==> src/rtl/if_stage_pkg.sv <==
// rtl/if_stage_pkg.sv - shared CPU constants: bubble word, opcodes, fetch FSM encoding
package if_stage_pkg;

  localparam logic [15:0] NOP_WORD = 16'h0000;

  localparam logic [3:0] OP_NOP = 4'h0;
  localparam logic [3:0] OP_ADD = 4'h1;
  localparam logic [3:0] OP_LD  = 4'h8;
  localparam logic [3:0] OP_ST  = 4'h9;
  localparam logic [3:0] OP_BZ  = 4'hB;

  typedef enum logic [1:0] {
    ST_IDLE  = 2'd0,
    ST_REQ   = 2'd1,
    ST_DRAIN = 2'd2
  } fetch_state_e;

  // Branch offsets are relative to the word after the branch.
  function automatic logic [15:0] branch_target(input logic [15:0] pc, input logic [5:0] off);
    return pc + 16'd1 + {{10{off[5]}}, off};
  endfunction

endpackage

==> src/rtl/if_stage_if.sv <==
// rtl/if_stage_if.sv - instruction-memory request/response bus
interface if_stage_if;
  logic        imem_req;
  logic [15:0] imem_addr;
  logic        imem_valid;
  logic [15:0] imem_rdata;

  modport master (output imem_req, output imem_addr, input imem_valid, input imem_rdata);
  modport slave  (input imem_req, input imem_addr, output imem_valid, output imem_rdata);
endinterface

==> src/rtl/if_stage_fetch_fifo.sv <==
// rtl/if_stage_fetch_fifo.sv - small circular fetch queue with flush
module fetch_fifo #(
  parameter int WIDTH = 32,
  parameter int DEPTH = 2
) (
  input  logic                       clk,
  input  logic                       rst,
  input  logic                       flush_i,
  input  logic                       push_i,
  input  logic [WIDTH-1:0]           push_data_i,
  input  logic                       pop_i,
  output logic [WIDTH-1:0]           head_o,
  output logic                       full_o,
  output logic                       empty_o,
  output logic [$clog2(DEPTH):0]     count_o
);

  localparam int AW = $clog2(DEPTH);

  logic [WIDTH-1:0] mem_q [DEPTH];
  logic [AW-1:0]    rd_q, wr_q;
  logic [AW:0]      cnt_q;
  logic             do_push, do_pop;

  assign do_push = push_i && !flush_i;
  assign do_pop  = pop_i && !flush_i && (cnt_q != '0);

  always_ff @(posedge clk) begin
    if (do_push) mem_q[wr_q] <= push_data_i;
  end

  always_ff @(posedge clk or negedge rst) begin
    if (!rst) begin
      rd_q  <= '0;
      wr_q  <= '0;
      cnt_q <= '0;
    end else if (flush_i) begin
      rd_q  <= '0;
      wr_q  <= '0;
      cnt_q <= '0;
    end else begin
      if (do_push) wr_q <= wr_q + AW'(1);
      if (do_pop)  rd_q <= rd_q + AW'(1);
      case ({do_push, do_pop})
        2'b10:   cnt_q <= cnt_q + (AW+1)'(1);
        2'b01:   cnt_q <= cnt_q - (AW+1)'(1);
        default: cnt_q <= cnt_q;
      endcase
    end
  end

  assign head_o  = mem_q[rd_q];
  assign empty_o = (cnt_q == '0);
  assign full_o  = (cnt_q == (AW+1)'(DEPTH));
  assign count_o = cnt_q;

endmodule

==> src/rtl/if_stage.sv <==
// rtl/if_stage.sv - instruction fetch: single-outstanding imem requests, fetch queue, IF/ID register
module if_stage
  import if_stage_pkg::*;
#(
  parameter logic [15:0] RESET_PC  = 16'h0000,
  parameter logic [15:0] NOP_INSTR = NOP_WORD,
  parameter int          QDEPTH    = 2
) (
  input  logic              clk,
  input  logic              rst,
  input  logic              stall,
  input  logic              stall_mem_ready,
  input  logic              branch_taken,
  input  logic [5:0]        branch_offset_imm,
  if_stage_if.master        imem,
  output logic [15:0]       if_id_instr,
  output logic [15:0]       if_id_pc,
  output logic [15:0]       pc_out
);

  localparam int CW = $clog2(QDEPTH) + 1;

  fetch_state_e state_q, state_d;
  logic [15:0]  pc_q, pc_d;
  logic [15:0]  addr_q, addr_d;
  logic [15:0]  if_id_instr_q, if_id_instr_d;
  logic [15:0]  if_id_pc_q, if_id_pc_d;

  logic          fifo_full, fifo_empty;
  logic [CW-1:0] fifo_count;
  logic [31:0]   fifo_head;

  logic          redirect, advance, rsp_live, bypass, push, pop;
  logic [CW:0]   occ_next;
  logic          issue_ok, issue, req;
  logic [15:0]   req_addr;

  assign redirect = branch_taken && !stall_mem_ready;
  assign advance  = !stall && !stall_mem_ready && !branch_taken;
  assign rsp_live = imem.imem_valid && (state_q == ST_REQ);
  // An empty queue lets the arriving word flow straight into IF/ID.
  assign bypass   = advance && fifo_empty && rsp_live;
  assign push     = rsp_live && !redirect && !bypass && (!fifo_full || pop);
  assign pop      = advance && !fifo_empty;
  assign occ_next = {1'b0, fifo_count} + {{CW{1'b0}}, push} - {{CW{1'b0}}, pop};
  assign issue_ok = rst && !redirect && (occ_next < (CW+1)'(QDEPTH));

  fetch_fifo #(.WIDTH(32), .DEPTH(QDEPTH)) u_fifo (
    .clk         (clk),
    .rst         (rst),
    .flush_i     (redirect),
    .push_i      (push),
    .push_data_i ({addr_q, imem.imem_rdata}),
    .pop_i       (pop),
    .head_o      (fifo_head),
    .full_o      (fifo_full),
    .empty_o     (fifo_empty),
    .count_o     (fifo_count)
  );

  // A completing response frees the bus in the same cycle, so REQ can chain requests back to back.
  always_comb begin
    state_d  = state_q;
    pc_d     = pc_q;
    addr_d   = addr_q;
    req      = 1'b0;
    req_addr = addr_q;
    issue    = 1'b0;
    case (state_q)
      ST_IDLE: issue = issue_ok;
      ST_REQ: begin
        if (!imem.imem_valid) begin
          req = 1'b1;
          if (redirect) state_d = ST_DRAIN;
        end else if (issue_ok) begin
          issue = 1'b1;
        end else begin
          state_d = ST_IDLE;
        end
      end
      ST_DRAIN: begin
        if (!imem.imem_valid) req = 1'b1;
        else                  state_d = ST_IDLE;
      end
      default: state_d = ST_IDLE;
    endcase
    if (issue) begin
      req      = 1'b1;
      req_addr = pc_q;
      addr_d   = pc_q;
      pc_d     = pc_q + 16'd1;
      state_d  = ST_REQ;
    end
    if (redirect) pc_d = branch_target(if_id_pc_q, branch_offset_imm);
  end

  always_comb begin
    if_id_instr_d = if_id_instr_q;
    if_id_pc_d    = if_id_pc_q;
    if (redirect) begin
      if_id_instr_d = NOP_INSTR;
    end else if (advance) begin
      if (!fifo_empty) begin
        if_id_pc_d    = fifo_head[31:16];
        if_id_instr_d = fifo_head[15:0];
      end else if (bypass) begin
        if_id_pc_d    = addr_q;
        if_id_instr_d = imem.imem_rdata;
      end else begin
        if_id_instr_d = NOP_INSTR;
      end
    end
  end

  always_ff @(posedge clk or negedge rst) begin
    if (!rst) begin
      state_q       <= ST_IDLE;
      pc_q          <= RESET_PC;
      addr_q        <= RESET_PC;
      if_id_instr_q <= NOP_INSTR;
      if_id_pc_q    <= 16'h0000;
    end else begin
      state_q       <= state_d;
      pc_q          <= pc_d;
      addr_q        <= addr_d;
      if_id_instr_q <= if_id_instr_d;
      if_id_pc_q    <= if_id_pc_d;
    end
  end

  assign imem.imem_req  = req;
  assign imem.imem_addr = req_addr;
  assign if_id_instr    = if_id_instr_q;
  assign if_id_pc       = if_id_pc_q;
  assign pc_out         = pc_q;

endmodule

==> src/flat_wrapper.sv <==
// flat-port wrapper written by rule: the top's interface ports become plain ports
module if_stage_flat import if_stage_pkg::*;
#(
  parameter logic [15:0] RESET_PC  = 16'h0000,
  parameter logic [15:0] NOP_INSTR = NOP_WORD,
  parameter int          QDEPTH    = 2
)
  (clk, rst, stall, stall_mem_ready, branch_taken, branch_offset_imm, if_id_instr, if_id_pc, pc_out, imem_imem_req, imem_imem_addr, imem_imem_valid, imem_imem_rdata);
  if_stage_if imem_i ();
  input  logic clk;
  input  logic rst;
  input  logic stall;
  input  logic stall_mem_ready;
  input  logic branch_taken;
  input  logic [5:0] branch_offset_imm;
  output logic [15:0] if_id_instr;
  output logic [15:0] if_id_pc;
  output logic [15:0] pc_out;
  output wire logic [$bits(imem_i.imem_req)-1:0] imem_imem_req;
  output wire logic [$bits(imem_i.imem_addr)-1:0] imem_imem_addr;
  input wire logic [$bits(imem_i.imem_valid)-1:0] imem_imem_valid;
  input wire logic [$bits(imem_i.imem_rdata)-1:0] imem_imem_rdata;
  assign imem_imem_req = imem_i.imem_req;
  assign imem_imem_addr = imem_i.imem_addr;
  assign imem_i.imem_valid = imem_imem_valid;
  assign imem_i.imem_rdata = imem_imem_rdata;
  if_stage #(.RESET_PC(RESET_PC), .NOP_INSTR(NOP_INSTR), .QDEPTH(QDEPTH)) u_core (.clk(clk), .rst(rst), .stall(stall), .stall_mem_ready(stall_mem_ready), .branch_taken(branch_taken), .branch_offset_imm(branch_offset_imm), .imem(imem_i), .if_id_instr(if_id_instr), .if_id_pc(if_id_pc), .pc_out(pc_out));
endmodule
==> config.mk <==
export PLATFORM = sky130hd
export DESIGN_NAME = if_stage_flat
export DESIGN_NICKNAME = d
export VERILOG_FILES = /design/src/rtl/if_stage_pkg.sv /design/src/rtl/if_stage_if.sv /design/src/rtl/if_stage_fetch_fifo.sv /design/src/rtl/if_stage.sv /design/src/flat_wrapper.sv
export SDC_FILE = /design/constraint.sdc
export NUM_CORES = 1
export LEC_CHECK = 0
export ABC_AREA = 1
export BUFFER_PORTS_ARGS = -buffer_cell sky130_fd_sc_hd__buf_2
export CELL_PAD_IN_SITES_DETAIL_PLACEMENT = 1
export CELL_PAD_IN_SITES_GLOBAL_PLACEMENT = 1
export CORE_ASPECT_RATIO = 1.1
export CORE_MARGIN = 2
export CORE_UTILIZATION = 41
export DETAILED_ROUTE_END_ITERATION = 7
export PLACE_DENSITY = 0.77
export SLEW_MARGIN = 10
export SYNTH_ARGS = -nofsm -noshare
export SYNTH_HDL_FRONTEND = slang
export SYNTH_HIERARCHICAL = 1
export SYNTH_SLANG_ARGS = --single-unit
==> constraint.sdc <==
create_clock -name clk -period 7.1 [get_ports clk]
set_input_delay 0.355 -clock clk [delete_from_list [all_inputs] [get_ports clk]]
set_output_delay 0.355 -clock clk [all_outputs]
set_load 0.01 [all_outputs]
## Word-level counts from Yosys, hierarchy flattened

Memory sizes are Yosys's and may differ from the RTL's.
Index checks and enable logic that the tools add are counted.

- Add/sub/neg operators: 9
- Magnitude comparators: 1
- Equality and inequality tests: 10
- Mux-type cells: 29
- Bitwise operators: 1
- Reduce and logical (&&, ||, !) cells: 34

Operators with widths:

| operator | number |
|---|---|
| $mux 16 | 9 |
| $add 16x1->16 const B | 2 |
| $add 16x16->16 | 1 |
| $logic_and 1x1->1 | 15 |
| $mux 2 | 6 |
| $mux 1 | 11 |
| $reduce_bool 2->1 | 5 |
| $logic_not 1->1 | 7 |
| $eq 2x2->1 const B | 3 |
| $pmux 2 s3 | 1 |
| $eq 2x1->1 const B | 2 |
| $logic_not 2->1 | 2 |
| $ne 4x2->1 const B | 1 |
| $ne 4x4->1 const B | 1 |
| $pmux 2 s2 | 1 |
| $reduce_and 4->1 | 1 |
| $add 2x1->3 | 1 |
| $lt 3x2->1 const B | 1 |
| $ne 3x2->1 const B | 1 |
| $reduce_and 3->1 | 1 |
| $reduce_bool 3->1 | 1 |
| $sub 3x1->3 | 1 |
| $add 1x1->1 const B | 2 |
| $add 2x1->2 const B | 1 |
| 7 further kinds | 7 |

- Bits in registers: 70
- Memory bits (writable): 64
- Input port bits: 28
- Word-level logic and storage cells: 93
- Memories kept: 1

Memories:

| memory | depth | bits a word | read ports | clocked after Yosys merged registers in | write ports | line | text |
|---|---|---|---|---|---|---|---|
| u_core.u_fifo.mem_q | 2 | 32 | 1 | 0 | 1 | if_stage_fetch_fifo.sv:20 | `logic [WIDTH-1:0] mem_q [DEPTH];` |

## Longest topological paths before layout

- Word-level depth: 17
- Gate-level depth with buffers: 20
- Depth with buffers taken out: 19

## By module

Netlist, hierarchy kept.

Modules (own cells, without submodules):

| module | times used | cells each | area an instance (um^2) |
|---|---|---|---|
| if_stage | 1 | 569 | 4221.5 |
| fetch_fifo | 1 | 134 | 2687.6 |

## Worst setup path before layout

No wires, ideal clock.

- Path kind: reg2out
- Start point: reg u_core.u_fifo.cnt_q[1] (netlist: u_core/u_fifo/count_o[1])
- End point: out imem_imem_addr[10]
- Arrival: 3.068 ns
- Data required time: 6.745 ns
- Setup slack: 3.677 ns
- Stages on the path, launching flop included: 18
- Buffers on the path: 2
- Cell sequence: dfrtp_1 > inv_2 > nand2_2 > inv_1 > buf_2 > nor2_2 > o21a_1 > inv_1 > ha_1 > inv_1 > nand2_1 > fa_1 > xnor2_1 > nand3_1 > nor2_4 > inv_2 > buf_2 > o21ai_0

- Longest elaborated chain between the ends: 14

RTL lines:

| what | line | text |
|---|---|---|
| start, declared | if_stage_fetch_fifo.sv:22 | `logic [AW:0] cnt_q;` |
| start signal, assigned | if_stage_fetch_fifo.sv:45 | `2'b10: cnt_q <= cnt_q + (AW+1)'(1);` |
| start signal, assigned | if_stage_fetch_fifo.sv:46 | `2'b01: cnt_q <= cnt_q - (AW+1)'(1);` |
| start signal, assigned | if_stage_fetch_fifo.sv:47 | `default: cnt_q <= cnt_q;` |
| $logic_not 2->1 * | if_stage_fetch_fifo.sv:53 | `assign empty_o = (cnt_q == '0);` |
| via u_core.fifo_empty | if_stage.sv:29 | `logic fifo_full, fifo_empty;` |
| $logic_and 1x1->1 (2 in series) | if_stage.sv:42 | `assign bypass = advance && fifo_empty && rsp_live;` |
| $logic_not 1->1 | if_stage.sv:43 | `assign push = rsp_live && !redirect && !bypass && (!fifo_full \|\| pop);` |
| $logic_and 1x1->1 | if_stage.sv:43 |  |
| $logic_and 1x1->1 * | if_stage.sv:43 |  |
| via u_core.push | if_stage.sv:33 | `logic redirect, advance, rsp_live, bypass, push, pop;` |
| $add 2x1->3 * | if_stage.sv:45 | `assign occ_next = {1'b0, fifo_count} + {{CW{1'b0}}, push} - {{CW{1'b0}}, pop};` |
| $sub 3x1->3 * | if_stage.sv:45 |  |
| $lt 3x2->1 * | if_stage.sv:46 | `assign issue_ok = rst && !redirect && (occ_next < (CW+1)'(QDEPTH));` |
| $logic_and 1x1->1 * | if_stage.sv:46 |  |
| $mux 1 | if_stage.sv:75 | `end else if (issue_ok) begin` |
| $mux 1 | if_stage.sv:72 | `if (!imem.imem_valid) begin` |
| $pmux 1 s2 * | if_stage.sv:69 | `case (state_q)` |
| $mux 16 * | if_stage.sv:87 | `if (issue) begin` |
| end, declared | flat_wrapper.sv:20 | `output wire logic [$bits(imem_i.imem_addr)-1:0] imem_imem_addr;` |

Mark *: on every way through the listed nets, which the timed path passes. The rest lies on a longest branch.

## Worst setup path after layout

Ends and elaborated chain as after synthesis.

==> flow_summary.yaml <==
synthesis:
  yosysWarningCount: 6
  synth-seq-area-share_pct: 53.2
  synthDistinctLibCells: 43
  synth_edf_count: 64
  synth_nets: 753
  synth-async-reset-ratio_pct: 52.2
  syn_area_um2: 6910
  synth_cells: 703
  avgSynthCellArea_um2: 9.83
  synth_seq_cells: 134
  dominantRegCellSynth: "dfrtp_1"
run:
  cap_violations: 0
floorplan:
  die_w_um: 128
  die_area_um2: 17900
  dieHeight_um: 140
  rows: 49
  coreArea_um2: 16400
  pin_count: 93
  initial_utilization_pct: 42.0
timing:
  max_freq_mhz: 180
  hold_ws_ns: 0.139
  setup_viol: 0
  report.final.hold_viol_count: 0
  drv_slew: 0
  setup_ws_ns: 1.55
  worst_pin_slew_ns: 1.10
  period_minus_slack_ns: 5.55
  fin_skew_ns: 0.0114
  fin_crit_sh_pct: 78.2
  slew_headroom_pct: 26.9
  rsz0062_at_grt: "false"
  setup_tns_ns: 0
route:
  ant_nets: 0
  drt_iter0_markers: 326
  routed_wl_mm: 20.0
  drt-wirelength-per-cell_um: 19.7
  vias_per_cell: 5.39
  dr.pass1.iters: 5
  vias: 5478
  drc_errors: 0
cells_and_area:
  synthToLayoutAreaGrowth_pct: 18.1
  drive_above_1_share_pct: 23.2
  layout.cells.non_filler: 1016
  multi_input_area_um2: 2830
  seqCellArea_um2: 3670
  mostFrequentLayoutCells: "nand2_1, buf_2, dfrtp_1, nand3_1, edfxtp_1"
  diodes: 0
  fillers: 1908
  layout_commonest_cell: "nand2_1"
  nNetsFinal: 849
global_routing:
  track_usage_pct: 22.9
  grt_max_degree: 51
  antenna_found_initial: 0
  grt_pass1_vias: 5795
  grt_pass1_wl_mm: 31.2
  gr-total-overflow: 0
pwr:
  peakVddDrop_v: 0.000189
  p_per_area_nw_per_um2: 438
  p_leak_nw: 3.80
setup_path:
  required_ns: 6.74
  crit_cells: 16
  rrSetupSlack_ns: 2.30
  path_cells: "inv_2 > nand2_2 > inv_1 > nor2_2 > o21a_1 > inv_1 > ha_1 > inv_1 > nand2_1 > fa_1 > xnor2_1 > nand3_1 > nor2_4 > inv_2 > o21ai_0 > buf_2"
  worst_ep_arrival_time_ns: 5.20
  endpoint_kind: "primary output"
  startpoint_type: "register"
  cp_common_cell: "inv_1"
  crit_family: "simple AND/OR/NAND/NOR gates"
  crit_path_max_fanout: 36
  r2r_end: "u_core/pc_out[13]$_DFFE_PN0P_"
  crit_type: "reg -> out"
  reg2reg_depth: 19
  slowest_stage: "nor2_2"
  reg2reg_from: "u_core/u_fifo/count_o[1]$_DFFE_PN0P_"
  slowest_delay_ns: 0.85
  critPathBufInv: 6
clock_tree:
  cts-root-buf: "clkbuf_16"
  post_cts_buffers: 0
  clk_pin_slew_ns: 0.06
  numCtsBuffers: 17
  cts_tree: "yes"
  clk_path_buf_depth: 2
  clock_latency_ns: 0.43
  ctsResizeCount: 0
  cts.sink_count: 134
  cts_hold_buffers: 1
  htree_levels: 4
worst_hold_path:
  min-delay-start: "imem_imem_rdata[4]"
  hold_end: "u_core/u_fifo/mem_q[0][4]$_DFFE_PP_"
  hold_depth: 1
  hold_class: "in -> reg"
placed_design:
  place_inst: 983
  numPortBuffers: 92
  place_hpwl_mm: 14.0
  gp_congestion: 0.828
  place_ws_ns: 1.96
status:
  status: "finished clean"
-- worst max path at each step --
stage / start / end / slack, ns
2_1_floorplan: u_core/u_fifo/count_o[1]$_DFFE_PN0P_ / imem_imem_addr[10] / 3.68
3_3_place_gp: u_core/u_fifo/count_o[1]$_DFFE_PN0P_ / imem_imem_addr[1] / 2.32
3_5_place_dp: u_core/u_fifo/count_o[1]$_DFFE_PN0P_ / imem_imem_addr[7] / 1.96
4_1_cts: u_core/u_fifo/count_o[1]$_DFFE_PN0P_ / imem_imem_addr[10] / 1.48
5_1_grt: u_core/u_fifo/count_o[1]$_DFFE_PN0P_ / imem_imem_addr[10] / 1.17
6_report: u_core/u_fifo/count_o[1]$_DFFE_PN0P_ / imem_imem_addr[10] / 1.55
-- synth_stat cells, types with 2 or more instances --
cell type  number  area [um2]
nand2_1       165         619
dfrtp_1        70        1750
nand3_1        67         335
edfxtp_1       64        1920
inv_1          63         236
nor2_1         49         184
a21oi_1        37         185
o21ai_0        29         145
mux2_4         28         420
ha_1           20         250
mux2i_1        15         150
buf_2          13        65.1
inv_2           6        22.5
nand2_2         6        37.5
xor2_1          6        52.6
buf_6           5        56.3
mux2_2          4        45.0
nand4_1         4        25.0
nor3_1          4        20.0
o21ai_1         4        20.0
and2_1          3        18.8
nand3b_1        3        22.5
nor2_4          3        33.8
o211ai_1        3        22.5
o21bai_1        3        22.5
o22ai_1         3        18.8
xnor2_1         3        26.3
a211oi_1        2        15.0
buf_1           2        7.51
buf_4           2        15.0
fa_1            2        40.0
nand3_2         2        20.0
nor2_2          2        12.5
nor3_2          2        20.0
-- kinds of logic (layout without fill, tap and decap cells) --
logic type               after synthesis  after routing  synth area share, %
adder cells (fa/ha/maj)               22             22                 4.20
XOR/XNOR                               9              9                 1.14
buffers and inverters                 92            201                 5.89
AO/OA/AOI/OAI                         84             84                 6.57
flip-flops                           134            134                 53.2
multiplexers                          47             47                 8.91
AND/OR/NAND/NOR                      315            315                 20.1
-- power breakdown --
| part | leakage [nW] | internal, mW | total (mW) | switching, mW |
|---|---|---|---|---|
| Clock | 0.293 | 0.582 | 0.931 | 0.349 |
| Sequential | 1.44 | 1.03 | 1.27 | 0.236 |
| Combinational | 2.06 | 0.522 | 1.38 | 0.855 |
-- stage by stage --
| stage | power (mW) | instance area, um2 | util (%) |
|---|---|---|---|
| floorplan | 2.12 | 6910 | - |
| global placement | 2.55 | 7530 | 45.9 |
| detailed placement | 2.63 | 7530 | 45.9 |
| CTS | 3.59 | 8160 | 49.7 |
| global route | 3.79 | 8160 | 49.7 |
| finish | 3.57 | 8160 | 49.7 |
-- worst reg2reg max path, cell delays in order (launching register included) --
cell and delay, ns:
dfrtp_1 0.51, inv_2 0.09, nand2_2 0.12, inv_1 0.46
nor2_2 0.85, o21a_1 0.25, inv_1 0.06, ha_1 0.29
inv_1 0.05, nand2_1 0.06, fa_1 0.40, xnor2_1 0.17
nand3_1 0.15, nor2_4 0.36, inv_2 0.38, nor2_1 0.25
nand2_1 0.08, nand3_1 0.08, nand2_1 0.05, nand2_1 0.06
-- routing by layer --
| layer | routed length, um | global-route usage, % | part of all wire, % |
|---|---|---|---|
| met1 | 9160 | 29.8 | 46 |
| met2 | 10000 | 38.7 | 50 |
| met3 | 567 | 4.24 | 2.8 |
| met4 | 292 | 7.58 | 1.5 |
| met5 | 0 | 0 | 0 |
-- sequential cells by signal (all words and copies together), names as in the netlist --
register / flops
u_core/u_fifo/wr_q: 1
u_core/if_id_pc: 16
u_core/pc_out: 16
u_core/addr_q: 16
u_core/state_q: 2
u_core/u_fifo/mem_q: 64
u_core/if_id_instr: 16
u_core/u_fifo/rd_q: 1
u_core/u_fifo/count_o: 2
-- final cells by class --
class / instances / share of cell area [%]
Clock inverter: 10 / 1.76
Clock buffer: 22 / 5.81
Tap cell: 204 / 3.13
Timing Repair Buffer: 99 / 6.35
Inverter: 70 / 3.22
Sequential cell: 134 / 45.0
Multi-Input combinational cell: 477 / 34.7
(Power assumes the default switching activity.)
